===== src/rtl/vend_seq_ctrl.sv =====
// Credit-and-dispense sequencer: accumulates coin credit, dispenses a product over
// a req/ack handshake, then pays the remainder out as one change coin per cycle.
module vend_seq_ctrl #(
    parameter int unsigned CREDIT_W     = 6,
    parameter int unsigned MAX_CREDIT   = 31,
    parameter int unsigned PRICE0       = 3,
    parameter int unsigned PRICE1       = 5,
    parameter int unsigned PRICE2       = 7,
    parameter int unsigned PRICE3       = 10,
    parameter int unsigned ACK_TIMEOUT  = 16,
    parameter int unsigned IDLE_TIMEOUT = 64
) (
    input  logic                clk,
    input  logic                rst,
    input  logic                coin1,
    input  logic                coin2,
    input  logic                coin5,
    input  logic                sel_valid,
    input  logic [1:0]          sel,
    input  logic                cancel,
    input  logic                disp_ack,
    output logic                disp_req,
    output logic [1:0]          disp_sel,
    output logic                ret1,
    output logic                ret2,
    output logic [CREDIT_W-1:0] credit,
    output logic                busy,
    output logic                err_insufficient,
    output logic                coin_reject,
    output logic                fault
);

    localparam int unsigned ACK_W  = $clog2(ACK_TIMEOUT + 1);
    localparam int unsigned IDLE_W = $clog2(IDLE_TIMEOUT + 1);

    typedef enum logic [1:0] {IDLE, DISPENSE, CHANGE} state_t;

    state_t              state;
    logic [ACK_W-1:0]    ack_cnt;
    logic [IDLE_W-1:0]   idle_cnt;
    logic [3:0]          coin_sum;
    logic [CREDIT_W:0]   credit_sum;
    logic                coin_fits;
    logic                coin_any;
    logic                activity;
    logic [CREDIT_W-1:0] sel_price;
    logic [CREDIT_W-1:0] disp_price;

    function automatic logic [CREDIT_W-1:0] price_of(input logic [1:0] idx);
        case (idx)
            2'd0:    price_of = CREDIT_W'(PRICE0);
            2'd1:    price_of = CREDIT_W'(PRICE1);
            2'd2:    price_of = CREDIT_W'(PRICE2);
            default: price_of = CREDIT_W'(PRICE3);
        endcase
    endfunction

    // One extra bit on the sum so the overflow test cannot wrap.
    always_comb begin
        coin_sum   = {3'b000, coin1} + {2'b00, coin2, 1'b0} + (coin5 ? 4'd5 : 4'd0);
        credit_sum = {1'b0, credit} + (CREDIT_W + 1)'(coin_sum);
        coin_fits  = credit_sum <= (CREDIT_W + 1)'(MAX_CREDIT);
        coin_any   = coin1 | coin2 | coin5;
        activity   = coin_any | sel_valid | cancel;
        sel_price  = price_of(sel);
        disp_price = price_of(disp_sel);
    end

    always_ff @(posedge clk) begin
        if (rst) begin
            state            <= IDLE;
            ack_cnt          <= '0;
            idle_cnt         <= '0;
            disp_req         <= 1'b0;
            disp_sel         <= '0;
            ret1             <= 1'b0;
            ret2             <= 1'b0;
            credit           <= '0;
            busy             <= 1'b0;
            err_insufficient <= 1'b0;
            coin_reject      <= 1'b0;
            fault            <= 1'b0;
        end else begin
            err_insufficient <= 1'b0;
            coin_reject      <= 1'b0;
            fault            <= 1'b0;
            ret1             <= 1'b0;
            ret2             <= 1'b0;
            case (state)
                IDLE: begin
                    if (coin_any) begin
                        if (coin_fits) credit <= credit_sum[CREDIT_W-1:0];
                        else           coin_reject <= 1'b1;
                    end
                    if (activity || credit == '0) begin
                        idle_cnt <= '0;
                    end else if (idle_cnt == IDLE_W'(IDLE_TIMEOUT - 1)) begin
                        idle_cnt <= '0;
                        state    <= CHANGE;
                        busy     <= 1'b1;
                    end else begin
                        idle_cnt <= idle_cnt + 1'b1;
                    end
                    // Selection is judged on the credit held before this cycle's coins.
                    if (cancel) begin
                        if (credit != '0) begin
                            state <= CHANGE;
                            busy  <= 1'b1;
                        end
                    end else if (sel_valid) begin
                        if (credit >= sel_price) begin
                            state    <= DISPENSE;
                            busy     <= 1'b1;
                            disp_req <= 1'b1;
                            disp_sel <= sel;
                            ack_cnt  <= '0;
                        end else begin
                            err_insufficient <= 1'b1;
                        end
                    end
                end
                DISPENSE: begin
                    if (coin_any) coin_reject <= 1'b1;
                    if (disp_ack) begin
                        credit   <= credit - disp_price;
                        disp_req <= 1'b0;
                        if (credit != disp_price) begin
                            state <= CHANGE;
                        end else begin
                            state <= IDLE;
                            busy  <= 1'b0;
                        end
                    end else if (ack_cnt == ACK_W'(ACK_TIMEOUT - 1)) begin
                        disp_req <= 1'b0;
                        fault    <= 1'b1;
                        state    <= CHANGE;
                    end else begin
                        ack_cnt <= ack_cnt + 1'b1;
                    end
                end
                CHANGE: begin
                    if (coin_any) coin_reject <= 1'b1;
                    if (credit >= CREDIT_W'(2)) begin
                        ret2   <= 1'b1;
                        credit <= credit - CREDIT_W'(2);
                        if (credit == CREDIT_W'(2)) begin
                            state <= IDLE;
                            busy  <= 1'b0;
                        end
                    end else begin
                        ret1   <= 1'b1;
                        credit <= credit - CREDIT_W'(1);
                        state  <= IDLE;
                        busy   <= 1'b0;
                    end
                end
                default: begin
                    state <= IDLE;
                    busy  <= 1'b0;
                end
            endcase
        end
    end

endmodule

===== config.mk =====
export PLATFORM = sky130hd
export DESIGN_NAME = vend_seq_ctrl
export DESIGN_NICKNAME = d
export VERILOG_FILES = /design/src/rtl/vend_seq_ctrl.sv
export SDC_FILE = /design/constraint.sdc
export NUM_CORES = 1
export LEC_CHECK = 0
export ABC_AREA = 1
export CORE_UTILIZATION = 52
export CTS_CLUSTER_DIAMETER = 150
export DETAILED_ROUTE_END_ITERATION = 8
export GPL_TIMING_DRIVEN = 0
export HOLD_SLACK_MARGIN = 0.08
export PLACE_DENSITY = 0.86
export SYNTH_ARGS = -nofsm -noshare
export SYNTH_HDL_FRONTEND = slang
export SYNTH_SLANG_ARGS = --single-unit

===== constraint.sdc =====
create_clock -name clk -period 2.1 [get_ports clk]
set_clock_uncertainty 0.15 [all_clocks]
set_input_delay 0.42 -clock clk [delete_from_list [all_inputs] [get_ports clk]]
set_output_delay 0.42 -clock clk [all_outputs]
set_load 0.03 [all_outputs]

* Yosys cells after proc, flatten, opt, wreduce, memory -nomap -nowiden
Index checks and enable logic that the tools add are counted. Widths: inputs -> output; s select.
Storage, ports and cells: bits of input ports 10, output and inout port bits 15, register bits 29, word-level logic and storage cells 124
Operators by class: eq/ne operators 21, reductions and logical operators 18, $add $sub $neg 8, bitwise logic cells 9, multiplexer cells 53, $lt $le $gt $ge 3
Operators by type and width (number):
- $mux 5 | 5
- $mux 6 | 4
- $pmux 4 s3 | 2
- $mux 1 | 22
- $mux 2 | 11
- $ne 2x2->1 const B | 9
- $pmux 6 s3 | 1
- $mux 7 | 2
- $pmux 5 s2 | 1
- $reduce_and 4->1 | 2
- $add 6x4->7 | 1
- $add 7x1->7 const B | 1
- $eq 7x6->1 const B | 1
- $le 7x5->1 const B | 1
- $eq 2x1->1 const B | 3
- $eq 2x2->1 const B | 3
- $eq 6x2->1 const B | 1
- $ge 6x2->1 const B | 1
- $ge 6x6->1 | 1
- $logic_not 2->1 | 3
- $logic_not 6->1 | 1
- $ne 3x3->1 const B | 2
- $ne 6x6->1 | 1
- $pmux 2 s3 | 1
- 23 further kinds | 32

* Logic depth before layout (Yosys ltp)
depth in word-level cells 10, gate-level depth with buffers 13, gate-level depth less buffers 13

* Least setup slack after synthesis
No wires, ideal clock.
path kind register to register, start point register credit[1], end point register credit[0], period minus slack after synthesis 2.282 ns, library setup time 0.110 ns, arrival time 2.022 ns, stages on the path, launching flop included 11, data required time 1.840 ns, path slack -0.182 ns, cell sequence dfxtp_1 inv_1 fa_1 o21ai_0 nand2_1 nand4_2 nand2_2 nand2_2 o21ai_0 inv_1 nor2_1
On the way: cells in the longest elaborated chain, start to end 4
RTL lines:
- from (decl) | line 26 | output logic [CREDIT_W-1:0] credit,
- from (signal assigned) | line 92 | if (coin_fits) credit <= credit_sum[CREDIT_W-1:0];
- from (signal assigned) | line 125 | credit <= credit - disp_price;
- from (signal assigned) | line 145 | credit <= credit - CREDIT_W'(2);
- $add 6x4->7 | line 61 | credit_sum = {1'b0, credit} + (CREDIT_W + 1)'(coin_sum);
- $le 7x5->1 | line 62 | coin_fits = credit_sum <= (CREDIT_W + 1)'(MAX_CREDIT);
- $ne 2x2->1 (no line)
- $reduce_and 4->1 (no line)
Parallel ways exist; a longest one is shown, timed or not. A chain may end at the register's enable or synchronous reset.

* Worst setup path after layout
start point register disp_sel[0], end point register credit[2]
On the way: cells in the longest elaborated chain, start to end 5
RTL lines:
- from (decl) | line 23 | output logic [1:0] disp_sel,
- from (signal assigned) | line 115 | disp_sel <= sel;
- $eq 2x2->1, or another cell as far along | line 50 | case (idx)
- $pmux 4 s3 * | line 50
- $sub 6x6->6 * | line 125
- $mux 6 * | line 124 | if (disp_ack) begin
- $pmux 6 s3 * | line 89 | case (state)
Every way passes the cells marked *; elsewhere a longest branch is shown, timed or not. The select of a mux whose other input is x is not followed.

==> impl_metrics.py <==
metrics = {
    "status": {
        "outcome": "finished with violations",
        "violations": "DRC, setup timing",
    },
    "synth": {
        "synth-xor-area-share_pct": 2.59,
        "synth_adder_area_share_pct": 15.8,
        "synth_most_common_cell": "nand2_1",
        "synth_seq_cells": 29,
        "yosysTopAreaCell": "dfxtp_1",
        "async_flop_share_pct": 0,
        "ys_seq_area_share_pct": 24.6,
        "synthFlopType": "dfxtp_1",
        "synth_edf_count": 0,
        "synth_area_leaders": "dfxtp_1 25%, ha_1 13%, nand2_1 12%, inv_1 7.8%, nand3_1 6.8%",
        "ys_top_cells_by_count": "74 x nand2_1, 49 x inv_1, 32 x nand3_1, 32 x nor2_1, 29 x dfxtp_1",
        "synth_top_family_by_area": "simple AND/OR/NAND/NOR gates",
        "synth_top_area_share_pct": 24.6,
        "synth-compound-area-share_pct": 11.4,
        "synth_area_mm2": 0.00236,
        "synthMuxAreaShare_pct": 0,
        "yosysWarningCount": 0,
        "syn_inst": 347,
        "yosysUniqueCellTypes": 36,
        "synth_fp_nets": 385,
        "postSynthAreaPerCell_um2": 6.81,
        "synth-simple-area-share_pct": 35.5,
    },
    "clock_network": {
        "cts-root-buf": "clkbuf_8",
        "clkSinkCount": 29,
        "clk_latency_ps": 290,
        "cts_made_buffers": 5,
        "clk_pin_slew_worst_paths_ps": 60,
        "clock_path_buffers": 2,
        "cts_tree": "done",
        "htreeDepth": 2,
    },
    "worst_setup_path": {
        "critical_path_class": "flop to flop",
        "rrSetupSlack_ps": -30,
        "worst-r2r-cell-count": 9,
        "cp-end-kind": "flop",
        "crit_chain": "ha_2 > inv_2 > ha_4 > fa_2 > xor2_2 > o21ai_1 > nand3b_1 > nand3_1 > a21oi_1",
        "worstPathArrival_ps": 2180,
        "worst-path-max-fanout": 4,
        "path_buf_inv": 1,
        "path_depth": 9,
        "critPathRequiredTime_ps": 2160,
        "r2r-start": "disp_sel[0]$_SDFFE_PP0P_",
        "slowest_delay_ps": 410,
        "r2r-end": "credit[2]$_SDFFE_PP0P_",
        "crit_family": "adder cells",
        "worstSetupStartpointType": "flop",
        "crit_path_top_delay_cell": "fa_2",
    },
    "worst_hold_path": {
        "holdCritStartpoint": "sel[1]",
        "hold_end": "disp_sel[1]$_SDFFE_PP0P_",
        "hold_path_depth": 3,
        "hold_path.class": "primary input to flop",
    },
    "placement": {
        "place_ws_ps": -743,
        "dpl_cell_area_mm2": 0.00267,
        "gp_congestion": 0.913,
        "io_buffers": 24,
        "dp_hpwl_mm": 4.30,
    },
    "finish": {
        "nFillCells": 321,
        "antennaDiodeCount": 0,
        "multi_input_area_mm2": 0.00167,
        "layout.area.seq_um2": 594,
        "nNetsFinal": 425,
        "drive_above_1_share_pct": 17.0,
        "area_growth_pct": 26.1,
        "final_area_mm2": 0.00298,
    },
    "pwr": {
        "ir_drop_mv": 0.848,
        "powerDensity_mw_per_mm2": 1470,
        "p_leak_nw": 1.32,
    },
    "floorplanning": {
        "core_mm2": 0.00435,
        "start_util_pct": 54.3,
        "die_h_um": 69.4,
        "rows": 24,
        "die-area_mm2": 0.00482,
        "boundaryPins": 25,
        "die_w_um": 69.4,
    },
    "sta": {
        "worst_hold_slack_ps": 258,
        "final_hold_viol_count": 0,
        "period_share_pct": 101,
        "min_period_ps": 2130,
        "slew_headroom_pct": 59.9,
        "fmax_ghz": 0.470,
        "rsz0062_at_grt": "yes",
        "finalSetupViolCount": 1,
        "worst_slack_ps": -27.8,
        "tightestPinTransition_ps": 601,
        "slew_viol_final": 0,
        "tns_ps": -27.8,
    },
    "grt": {
        "globalRouteTotalUtil_pct": 25.9,
        "grt_first_pass_wirelength_mm": 10.0,
        "grt_overflow": 0,
        "grt_pass1_vias": 2195,
        "antenna_found_initial": 0,
        "grt_max_degree": 11,
    },
    "drt": {
        "drtIter0Drc": 283,
        "dr.pass1.iters": 9,
        "vias_per_cell": 5.78,
        "drc": 1,
        "wire_per_inst_um": 14.8,
        "vias": 2542,
        "wl_mm": 6.49,
        "ant_nets": 0,
    },
    "job": {
        "cap_violations": 0,
    },
}
through the flow:
| stage | std cells | power (mW) | util [%] |
|---|---|---|---|
| floorplan | 347 | 2.72 | - |
| global placement | 423 | 3.29 | 61.4 |
| detailed placement | 423 | 3.34 | 61.4 |
| CTS | 434 | 4.09 | 65.6 |
| global route | 440 | 4.69 | 68.4 |
| finish | 440 | 4.39 | 68.4 |
worst max-delay path by stage:
stage / startpoint / endpoint / slack [ps]
global route: disp_sel[0]$_SDFFE_PP0P_ / credit[2]$_SDFFE_PP0P_ / -100
CTS: disp_sel[1]$_SDFFE_PP0P_ / credit[3]$_SDFFE_PP0P_ / -20
detailed placement: coin1 / credit[3]$_SDFFE_PP0P_ / -740
finish: disp_sel[0]$_SDFFE_PP0P_ / credit[2]$_SDFFE_PP0P_ / -30
floorplan: coin1 / credit[3]$_SDFFE_PP0P_ / 0.3
global placement: coin1 / credit[3]$_SDFFE_PP0P_ / -690
metal layers:
metal	vias to the layer above	wire (um)	track usage, %
met5	-	0	0
met4	0	150	9.75
met3	19	654	4.07
met2	160	2990	40.3
met1	1140	2700	36.0
li1	1223	-	-
repair_timing:
item,4_1_cts,5_1_grt
gates cloned,1,0
hold buffers,0,0
endpoints found under the setup margin,21,22
pin swaps,8,15
setup buffers,2,6
hold endpoints to repair,0,0
resized for setup,21,26
cells by family after synthesis:
| logic type | Yosys count |
|---|---|
| buf+inv | 59 |
| xor+xnor | 7 |
| compound gates | 47 |
| simple gates | 177 |
| flops | 29 |
| fa+ha+maj | 28 |
layout make-up:
type	instances	area share, %
Multi-Input combinational cell	260	56.1
Sequential cell	29	19.9
Timing Repair Buffer	32	9.70
Inverter	53	6.84
Clock buffer	7	2.90
Tap cell	52	2.18
Buffer	6	1.30
Clock inverter	1	1.01
sequential cells by signal, summed over array words and instances (netlist names), 2 cells and up:
name      cells
state         2
disp_sel      2
idle_cnt      7
credit        6
ack_cnt       5
power by group:
part	switching, mW	internal [mW]
clock network	0.222	0.386
registers	0.148	0.707
logic	1.85	1.08
cells in the final DEF, fill, tap and decap left out, types with 4 or more instances in the layout:
cell type / count
inv_2: 5
nand3_1: 32
nand4_1: 12
nand2_1: 72
inv_1: 46
clkbuf_8: 6
nand2_2: 4
clkbuf_1: 4
xor2_1: 6
o21ai_1: 7
nor2_2: 5
o21ai_0: 9
clkdlybuf4s50_1: 17
buf_4: 8
a21oi_1: 20
dfxtp_1: 24
nor2_1: 30
ha_1: 19
nor3_1: 10
worst register-to-register path, stage by stage, from the launching register on:
cell,delay (ps)
dfxtp_4,380
ha_2,180
inv_2,50
ha_4,160
fa_2,410
xor2_2,180
o21ai_1,160
nand3b_1,140
nand3_1,100
a21oi_1,150
(Power assumes the default switching activity.)
